--- src/rtl/sm4_pkg.sv ---
// Shared constants, types and the S-box for the SM4 key-schedule controller.
package sm4_pkg;

  localparam int ROUNDS = 32;

  localparam logic [31:0] FK0 = 32'hA3B1BAC6;
  localparam logic [31:0] FK1 = 32'h56AA3350;
  localparam logic [31:0] FK2 = 32'h677D9197;
  localparam logic [31:0] FK3 = 32'hB27022DC;

  typedef enum logic {
    IDLE = 1'b0,
    RUN  = 1'b1
  } state_t;

  localparam logic [7:0] SBOX [256] = '{
    8'hd6, 8'h90, 8'he9, 8'hfe, 8'hcc, 8'he1, 8'h3d, 8'hb7, 8'h16, 8'hb6, 8'h14, 8'hc2, 8'h28, 8'hfb, 8'h2c, 8'h05,
    8'h2b, 8'h67, 8'h9a, 8'h76, 8'h2a, 8'hbe, 8'h04, 8'hc3, 8'haa, 8'h44, 8'h13, 8'h26, 8'h49, 8'h86, 8'h06, 8'h99,
    8'h9c, 8'h42, 8'h50, 8'hf4, 8'h91, 8'hef, 8'h98, 8'h7a, 8'h33, 8'h54, 8'h0b, 8'h43, 8'hed, 8'hcf, 8'hac, 8'h62,
    8'he4, 8'hb3, 8'h1c, 8'ha9, 8'hc9, 8'h08, 8'he8, 8'h95, 8'h80, 8'hdf, 8'h94, 8'hfa, 8'h75, 8'h8f, 8'h3f, 8'ha6,
    8'h47, 8'h07, 8'ha7, 8'hfc, 8'hf3, 8'h73, 8'h17, 8'hba, 8'h83, 8'h59, 8'h3c, 8'h19, 8'he6, 8'h85, 8'h4f, 8'ha8,
    8'h68, 8'h6b, 8'h81, 8'hb2, 8'h71, 8'h64, 8'hda, 8'h8b, 8'hf8, 8'heb, 8'h0f, 8'h4b, 8'h70, 8'h56, 8'h9d, 8'h35,
    8'h1e, 8'h24, 8'h0e, 8'h5e, 8'h63, 8'h58, 8'hd1, 8'ha2, 8'h25, 8'h22, 8'h7c, 8'h3b, 8'h01, 8'h21, 8'h78, 8'h87,
    8'hd4, 8'h00, 8'h46, 8'h57, 8'h9f, 8'hd3, 8'h27, 8'h52, 8'h4c, 8'h36, 8'h02, 8'he7, 8'ha0, 8'hc4, 8'hc8, 8'h9e,
    8'hea, 8'hbf, 8'h8a, 8'hd2, 8'h40, 8'hc7, 8'h38, 8'hb5, 8'ha3, 8'hf7, 8'hf2, 8'hce, 8'hf9, 8'h61, 8'h15, 8'ha1,
    8'he0, 8'hae, 8'h5d, 8'ha4, 8'h9b, 8'h34, 8'h1a, 8'h55, 8'had, 8'h93, 8'h32, 8'h30, 8'hf5, 8'h8c, 8'hb1, 8'he3,
    8'h1d, 8'hf6, 8'he2, 8'h2e, 8'h82, 8'h66, 8'hca, 8'h60, 8'hc0, 8'h29, 8'h23, 8'hab, 8'h0d, 8'h53, 8'h4e, 8'h6f,
    8'hd5, 8'hdb, 8'h37, 8'h45, 8'hde, 8'hfd, 8'h8e, 8'h2f, 8'h03, 8'hff, 8'h6a, 8'h72, 8'h6d, 8'h6c, 8'h5b, 8'h51,
    8'h8d, 8'h1b, 8'haf, 8'h92, 8'hbb, 8'hdd, 8'hbc, 8'h7f, 8'h11, 8'hd9, 8'h5c, 8'h41, 8'h1f, 8'h10, 8'h5a, 8'hd8,
    8'h0a, 8'hc1, 8'h31, 8'h88, 8'ha5, 8'hcd, 8'h7b, 8'hbd, 8'h2d, 8'h74, 8'hd0, 8'h12, 8'hb8, 8'he5, 8'hb4, 8'hb0,
    8'h89, 8'h69, 8'h97, 8'h4a, 8'h0c, 8'h96, 8'h77, 8'h7e, 8'h65, 8'hb9, 8'hf1, 8'h09, 8'hc5, 8'h6e, 8'hc6, 8'h84,
    8'h18, 8'hf0, 8'h7d, 8'hec, 8'h3a, 8'hdc, 8'h4d, 8'h20, 8'h79, 8'hee, 8'h5f, 8'h3e, 8'hd7, 8'hcb, 8'h39, 8'h48
  };

  // Byte substitution through the SM4 S-box.
  function automatic logic [7:0] sbox(input logic [7:0] b);
    return SBOX[b];
  endfunction

endpackage

--- src/rtl/sm4_tprime.sv ---
// Key-path round transform: byte-wise S-box (tau) followed by the linear map L'.
module sm4_tprime
  import sm4_pkg::*;
(
  input  logic [31:0] din,
  output logic [31:0] dout
);

  logic [31:0] subst;

  // tau on each byte, then L'(B) = B ^ (B<<<13) ^ (B<<<23).
  always_comb begin
    subst = {sbox(din[31:24]), sbox(din[23:16]), sbox(din[15:8]), sbox(din[7:0])};
    dout  = subst ^ {subst[18:0], subst[31:19]} ^ {subst[8:0], subst[31:9]};
  end

endmodule

--- src/rtl/sm4_key_sched_ctrl.sv ---
// SM4 key-expansion controller: accepts a master key, produces one round key
// per cycle using an external registered CK ROM, streams the keys out and
// stores them in a 32-entry round-key file readable in forward or reverse order.
module sm4_key_sched_ctrl
  import sm4_pkg::*;
(
  input  logic         clk,
  input  logic         rst_n,
  input  logic         key_valid,
  output logic         key_ready,
  input  logic [127:0] key_in,
  output logic         rk_valid,
  output logic [4:0]   rk_idx,
  output logic [31:0]  rk_data,
  output logic         done,
  output logic         busy,
  output logic         keys_ok,
  input  logic [4:0]   rd_idx,
  input  logic         rd_dec,
  output logic [31:0]  rd_data,
  output logic [4:0]   ck_idx,
  input  logic [31:0]  ck_in
);

  localparam logic [4:0] LAST_ROUND = 5'(ROUNDS - 1);

  state_t      state;
  state_t      state_next;
  logic [4:0]  cnt;
  logic [31:0] k0;
  logic [31:0] k1;
  logic [31:0] k2;
  logic [31:0] k3;
  logic [31:0] t_word;
  logic [31:0] t_prime;
  logic [31:0] rk_next;
  logic        accept;
  logic [4:0]  rd_addr;
  logic [31:0] key_file [ROUNDS];

  // One round of the schedule: rk_i = K0 ^ L'(tau(K1 ^ K2 ^ K3 ^ CK_i)).
  assign t_word  = k1 ^ k2 ^ k3 ^ ck_in;
  assign rk_next = k0 ^ t_prime;
  assign accept  = key_valid && key_ready;
  assign rd_addr = rd_dec ? (LAST_ROUND - rd_idx) : rd_idx;

  sm4_tprime u_tprime (
    .din  (t_word),
    .dout (t_prime)
  );

  // State register.
  always_ff @(posedge clk or negedge rst_n) begin
    if (!rst_n) state <= IDLE;
    else        state <= state_next;
  end

  // Next-state logic: start on an accepted key, stop after the last round.
  always_comb begin
    state_next = state;
    case (state)
      IDLE:    if (key_valid) state_next = RUN;
      RUN:     if (cnt == LAST_ROUND) state_next = IDLE;
      default: state_next = IDLE;
    endcase
  end

  // Moore outputs: ready while idle, CK ROM address runs one round ahead.
  always_comb begin
    key_ready = (state == IDLE);
    ck_idx    = (state == RUN) ? 5'(cnt + 5'd1) : 5'd0;
  end

  // Key registers, round counter and the round-key stream outputs.
  always_ff @(posedge clk or negedge rst_n) begin
    if (!rst_n) begin
      cnt      <= 5'd0;
      k0       <= 32'd0;
      k1       <= 32'd0;
      k2       <= 32'd0;
      k3       <= 32'd0;
      rk_valid <= 1'b0;
      done     <= 1'b0;
      busy     <= 1'b0;
      keys_ok  <= 1'b0;
      rk_idx   <= 5'd0;
      rk_data  <= 32'd0;
    end else begin
      rk_valid <= 1'b0;
      done     <= 1'b0;
      if (state == IDLE) begin
        if (accept) begin
          k0      <= key_in[127:96] ^ FK0;
          k1      <= key_in[95:64]  ^ FK1;
          k2      <= key_in[63:32]  ^ FK2;
          k3      <= key_in[31:0]   ^ FK3;
          cnt     <= 5'd0;
          keys_ok <= 1'b0;
          busy    <= 1'b1;
        end
      end else begin
        k0       <= k1;
        k1       <= k2;
        k2       <= k3;
        k3       <= rk_next;
        rk_data  <= rk_next;
        rk_idx   <= cnt;
        rk_valid <= 1'b1;
        cnt      <= 5'(cnt + 5'd1);
        if (cnt == LAST_ROUND) begin
          busy    <= 1'b0;
          done    <= 1'b1;
          keys_ok <= 1'b1;
        end
      end
    end
  end

  // Round-key file write; contents survive reset and are qualified by keys_ok.
  always_ff @(posedge clk) begin
    if (state == RUN) key_file[cnt] <= rk_next;
  end

  // Registered read port, forward or reverse order.
  always_ff @(posedge clk or negedge rst_n) begin
    if (!rst_n) rd_data <= 32'd0;
    else        rd_data <= key_file[rd_addr];
  end

endmodule

--- config.mk ---
export PLATFORM = sky130hd
export DESIGN_NAME = sm4_key_sched_ctrl
export DESIGN_NICKNAME = d
export VERILOG_FILES = /design/src/rtl/sm4_pkg.sv /design/src/rtl/sm4_tprime.sv /design/src/rtl/sm4_key_sched_ctrl.sv
export SDC_FILE = /design/constraint.sdc
export NUM_CORES = 2
export LEC_CHECK = 0
export ABC_AREA = 1
export ABC_CLOCK_PERIOD_IN_PS = 7200
export CAP_MARGIN = 40
export CORE_AREA = 4 4 411 413
export CTS_CLUSTER_DIAMETER = 60
export CTS_CLUSTER_SIZE = 14
export DETAILED_ROUTE_END_ITERATION = 8
export DIE_AREA = 0 0 415 417
export PLACE_DENSITY = 0.6
export REMOVE_ABC_BUFFERS = 1
export SLEW_MARGIN = 0
export SYNTH_ARGS = -nofsm -noshare
export SYNTH_HDL_FRONTEND = slang
export SYNTH_HIERARCHICAL = 1
export SYNTH_SLANG_ARGS = --single-unit
--- constraint.sdc ---
create_clock -name clk -period 7.2 [get_ports clk]
set_input_delay 1.08 -clock clk [delete_from_list [all_inputs] [get_ports clk]]
set_output_delay 1.08 -clock clk [all_outputs]
set_load 0.02 [all_outputs]
Yosys cells after proc, flatten, opt, wreduce, memory -nomap -nowiden. Memories as Yosys holds them, arrays and structs flattened. A register that Yosys moved wholly into a read port is not among the register bits. Cells that the tools add are included. Widths: inputs -> output; s select.

Bits in registers: 175. Bits in writable memories: 1024. Bits in read-only memories: 8192. Output and inout bits: 79. Word-level logic and storage cells: 77. Memories kept: 5.

Memories: (no name shown) (words 256, bits a word 8, read ports 1, clocked after Yosys merged registers in 0, wr ports 0, RTL line sm4_pkg.sv:37) `return SBOX[b];`; (no name shown) (words 256, bits a word 8, read ports 1, clocked after Yosys merged registers in 0, wr ports 0, RTL line sm4_pkg.sv:37); (no name shown) (words 256, bits a word 8, read ports 1, clocked after Yosys merged registers in 0, wr ports 0, RTL line sm4_pkg.sv:37); (no name shown) (words 256, bits a word 8, read ports 1, clocked after Yosys merged registers in 0, wr ports 0, RTL line sm4_pkg.sv:37); key_file (words 32, bits a word 32, read ports 1, clocked after Yosys merged registers in 1, wr ports 1, RTL line sm4_key_sched_ctrl.sv:39) `logic [31:0] key_file [ROUNDS];`.

Add/subtract/negate cells: 2. Magnitude comparators: 4. Eq/ne operators: 2. Multiplexer cells: 33. Bitwise gates (word level): 15. Reductions and logical operators: 4.

Operators by type and width (count): $mux 32 (8); $xor 32x32->32 (6); $mux 8 (8); $ge 9x9->1 const B (4); $not 8->9 (4); $not 14->14 (2); $mux 5 (4); $not 19->19 (1); $not 17->17 (1); $mux 1 (12); $add 5x1->5 const B (1); $eq 5x5->1 const B (1); $sub 5x5->5 const A (1); $ne 2x1->1 const B (1); $pmux 1 s2 (1); $reduce_and 2->1 (1); $reduce_bool 2->1 (1); $logic_and 1x1->1 (1); $logic_not 1->1 (1); $not 1->1 (1).

Depth between registers and ports, before layout.
Word-level depth: 11. Gate-level depth with buffers: 23.

Cells and area by module. Netlist, hierarchy kept.

Modules (own cells, without submodules): sm4_key_sched_ctrl (instances 1, cells an instance 5340, area an instance 54125.7 um2, sequential area each 35929.5 um2); sm4_tprime (instances 1, cells an instance 2892, area an instance 13137.6 um2, sequential area each 0.0 um2).

Worst setup path after synthesis. No wires, ideal clock.

Kind: input-to-reg. Start: input port ck_in[9]. End: memory key_file[0][2], data pin. Arrival time: 4.634 ns. Setup slack: 2.188 ns. Stages: 18. Path buffers: 1. Cells stage by stage: xor2_1 > xnor2_1 > inv_1 > ha_1 > inv_1 > nand2_1 > buf_2 > nand3_1 > nand3_1 > nand3_1 > nand3_1 > nand3_1 > nand2_1 > nand2_1 > nand2_1 > nand2_1 > nand2_1 > xor2_1.

Word-level cells in the longest chain between the ends: 7.

RTL lines: from (decl) (RTL line sm4_key_sched_ctrl.sv:22) `input logic [31:0] ck_in`; $xor 32x32->32 (RTL line sm4_key_sched_ctrl.sv:42) `assign t_word = k1 ^ k2 ^ k3 ^ ck_in;`; named net t_word[9] (RTL line sm4_key_sched_ctrl.sv:34) `logic [31:0] t_word;`; $not 8->9 (not written as such) (RTL line sm4_pkg.sv:37); $mem_v2 256x8; $mux 8 (not written as such) (2 in series) (RTL line sm4_pkg.sv:37); $xor 32x32->32 (RTL line sm4_tprime.sv:14) `dout = subst ^ {subst[18:0], subst[31:19]} ^ {subst[8:0], subst[31:9]};`; named net t_prime[2] (RTL line sm4_key_sched_ctrl.sv:35) `logic [31:0] t_prime;`; $xor 32x32->32 (RTL line sm4_key_sched_ctrl.sv:43) `assign rk_next = k0 ^ t_prime;`; named net rk_next[2] (RTL line sm4_key_sched_ctrl.sv:36) `logic [31:0] rk_next;`; to (decl) (RTL line sm4_key_sched_ctrl.sv:39).

The timed path passes the listed nets, and every way through them passes these cells. The select of a mux whose other input is x is not followed.

Final worst setup path.
Start: input port ck_in[26]. End: register k3[28].

Word-level cells in the longest chain between the ends: 9.

RTL lines: $xor 32x32->32 (RTL line sm4_key_sched_ctrl.sv:42); named net t_word[26] (RTL line sm4_key_sched_ctrl.sv:34); $not 8->9 (not written as such) (RTL line sm4_pkg.sv:37); $mem_v2 256x8; $mux 8 (not written as such) (2 in series) (RTL line sm4_pkg.sv:37); $xor 32x32->32 (2 in series) (RTL line sm4_tprime.sv:14); named net t_prime[28] (RTL line sm4_key_sched_ctrl.sv:35); $xor 32x32->32 (RTL line sm4_key_sched_ctrl.sv:43); named net rk_next[28] (RTL line sm4_key_sched_ctrl.sv:36); $mux 32 (RTL line sm4_key_sched_ctrl.sv:91) `if (state == IDLE) begin`; to (signal assigned) (RTL line sm4_key_sched_ctrl.sv:96) `k3 <= key_in[31:0] ^ FK3;`; to (signal assigned) (RTL line sm4_key_sched_ctrl.sv:105) `k3 <= rk_next;`; to (decl) (RTL line sm4_key_sched_ctrl.sv:33) `logic [31:0] k3;`.

The timed path passes the listed nets, and every way through them passes these cells. The select of a mux whose other input is x is not followed. A chain may end at the register's enable or synchronous reset.

==> metrics.md <==
| Metric | Value |
|---|---|
| Final worst path period share | `0.722` |
| Max-cap violation count | `0` |
| Post-Synthesis Cells | `8,232` |
| Total Die Area | `173,000 um2` |
| Global-route wire length before repair | `382,000 um` |
| Layout fillers | `15,900` |
| Clk slew on worst S/H paths | `0.07 ns` |
| Area contributors post-synth | `edfxtp_1 (46%), nand3_1 (16%), nand2_1 (14%), dfrtp_1 (7.7%), inv_1 (6.2%)` |
| Worst EP arrival | `5.84 ns` |
| GR Util met3 | `0.0365` |
| Post-Place Cells | `10,400` |
| Most frequent cells after synthesis | `nand2_1 (2,555), nand3_1 (2,085), inv_1 (1,113)` |
| Skew final | `0.0711 ns` |
| Initial Util | `0.408` |
| Critical path class | `in2reg` |
| Yosys warnings | `6` |
| # H-tree levels | `3` |
| #FFs+latches synth | `1,231` |
| Core area | `165,000 um2` |
| Netlist Area Pre-Place | `67,300 um2` |
| Core Rows | `149` |
| CP max stage cell | `xnor2_2` |
| Ports | `248` |
| Slew Viols, Final | `0` |
| Share of layout cells above drive strength 1 | `0.0595` |
| Post-synth top area cell | `edfxtp_1` |
| RSZ-0062 raised after global routing | `no` |
| GP Congestion | `1.00` |
| Critical Path Sink Type | `register` |
| Fin cells | `10,600` |
| Iter 0 DRT Violations | `7,086` |
| Total congestion overflow | `0` |
| Number of remaining DRC errors | `0` |
| Sum Neg Setup Slack | `0 ns` |
| Worst-Skew Late Latency | `0.74 ns` |
| Drt total wl | `263,000 um` |
| CTS sink cnt | `1,231` |
| CP peak stage delay | `0.48 ns` |
| Fmax | `0.192 GHz` |
| Clock Tree Buf Depth | `3` |
| Buffer and inverter count on the worst path | `4` |
| Most common cell in the netlist | `nand2_1` |
| Port Buf Inserts | `247` |
| Die width | `415 um` |
| Register area share after synthesis | `0.534` |
| Post-CTS Setup Bufs | `0` |
| Routed WL per cell | `24.9 um` |
| CP Launch Type | `input port` |
| ANT nets after route | `0` |
| Number of buffers created by CTS | `108` |
| Mean cell area of the mapped netlist | `8.17 um2` |
| Cell Chain, Critical Path | `clkdlybuf4s50_1, xor2_1, xnor2_2, buf_4, nand2_2, nand2_1, inv_1, a21oi_1, nand2_1, nand3_1, a21oi_1, o21ai_1, nand3_1, nand2_1, xor2_2, buf_4, nand2_1, o211ai_1` |
| Antenna violations before repair | `6` |
| Status | `finished, final reports clean` |
| HP Class | `in2async` |
| P&R area growth vs syn | `13.3%` |
| Vias in the first global route | `55,500` |
| Final hold violations | `0` |
| DRT Pass-1 Iters | `6` |
| Final HPWL DP | `162,000 um` |
| Vias per Instance | `5.58` |
| Post-CTS sizing | `0` |
| Max-slew headroom at the worst pin | `0.377` |
| CP max FO | `33` |
| EDFF count, synth | `1,024` |
| Root Driver | `clkbuf_16` |
| Hold buffer count at cts | `0` |
| Global Route Usage Sum | `0.295` |
| Busiest grt layer | `met2` |
| Met2 usage | `0.486` |
| FFs w/ async S/R, synth | `0.168` |
| CTS tree | `built` |
| Die height | `417 um` |
| GR Util met1 | `0.379` |
| Yosys top cell area share | `0.457` |
| NumNets Final | `8,528` |
| CP delay by family, top | `simple AND/OR/NAND/NOR gates` |
| Vias post-DR | `59,000` |
| Worst slew pin tran | `0.934 ns` |
| Ys flop type | `edfxtp_1` |
| Final setup vio count | `0` |
| CP required | `7.84 ns` |
| Most frequent CP cell | `nand2_1` |
| Clock period minus final worst setup slack | `5.20 ns` |
| Netlist cell types | `36` |
| Largest net degree at the start of global routing | `103` |
## final cells by class
cell class	count	area [um2]	area share
inverters	1137	4270	0.0561
well taps	2189	2740	0.0359
repair buffers	447	4380	0.0574
clock buffers	169	3040	0.0399
clock inverters	29	289	0.00379
flip-flops and latches	1231	35900	0.472
diodes	6	15.0	0.000197
multi-input cells	5378	25500	0.335
## metal layers
layer,vias up,share of wire
li1,27000,-
met3,698,0.073
met5,-,0.000027
met1,28400,0.39
met4,2,0.064
met2,2893,0.47
## worst reg2reg max path, cell delays in order (launching register included)
cell and delay, ns:
dfrtp_1 0.41, xnor2_1 0.18, xnor2_2 0.51, buf_4 0.41, nand2_2 0.28, nand2_1 0.28, inv_1 0.16, a21oi_1 0.29
nand2_1 0.09, nand3_1 0.19, a21oi_1 0.10, o21ai_1 0.45, nand3_1 0.13, nand2_1 0.26, xor2_2 0.23, buf_4 0.35
nand2_1 0.28, o211ai_1 0.19
## path summary, 6_finish.rpt
kind | from | endpoint | slack, ns | cells past startpoint
max | ck_in[26] | k3[28] | 2.00 | 18
min | rst_n | rd_data[19] | 0.19 | 1
max reg2reg | k1[26] | k3[28] | 2.33 | 17
min in group clk | rk_idx[2] | rk_idx[2] | 0.48 | 2
max in group asynchronous | rst_n | k2[8] | 5.86 | 3
min reg2reg | rk_idx[2] | rk_idx[2] | 0.48 | 2
## registers in the layout, summed over array words and instances, names as in the netlist, 5 cells and up
name	cells
rk_data	32
k3	32
rk_idx	5
rd_data	32
cnt	5
k0	32
key_file	1024
k2	32
k1	32
## kinds of logic after synthesis
kind of cell,after synthesis,share of synthesized area
simple gates,4912,0.317
buf+inv,1623,0.0971
flops,1231,0.534
compound gates,277,0.0240
xor+xnor,133,0.0173
fa+ha+maj,56,0.0104
## per-stage QoR
step / cell area [um2] / utilization / hold WS (ns) / setup WS (ns)
final: 76200 / 0.462 / 0.192 / 2.00
after global routing: 76200 / 0.462 / 0.196 / 1.73
after CTS: 76200 / 0.462 / 0.172 / 2.14
after detailed placement: 72900 / 0.442 / 0.469 / 1.37
after global placement: 72500 / 0.440 / 0.467 / 1.31
after floorplan: 65000 / - / 0.484 / -7.53
## cell usage in the layout, fill, tap and decap left out, types with 8 or more instances in the layout
master / count
a21oi_1: 100
buf_12: 19
buf_16: 8
buf_4: 173
clkbuf_1: 54
clkbuf_16: 112
clkdlybuf4s50_1: 246
clkinv_1: 8
clkinv_2: 8
dfrtp_1: 206
edfxtp_1: 1024
ha_1: 56
inv_1: 1109
inv_2: 19
nand2_1: 2550
nand2_2: 22
nand3_1: 2085
nand3b_1: 35
nand4_1: 15
nor2_1: 150
nor2_2: 10
nor2_4: 33
o211ai_1: 78
o21ai_0: 78
xnor2_1: 45
xnor2_2: 23
xor2_1: 32
xor2_2: 32
Power is not shown: default switching activity piles up to over one toggle a cycle in this logic, so the estimate is an artifact.
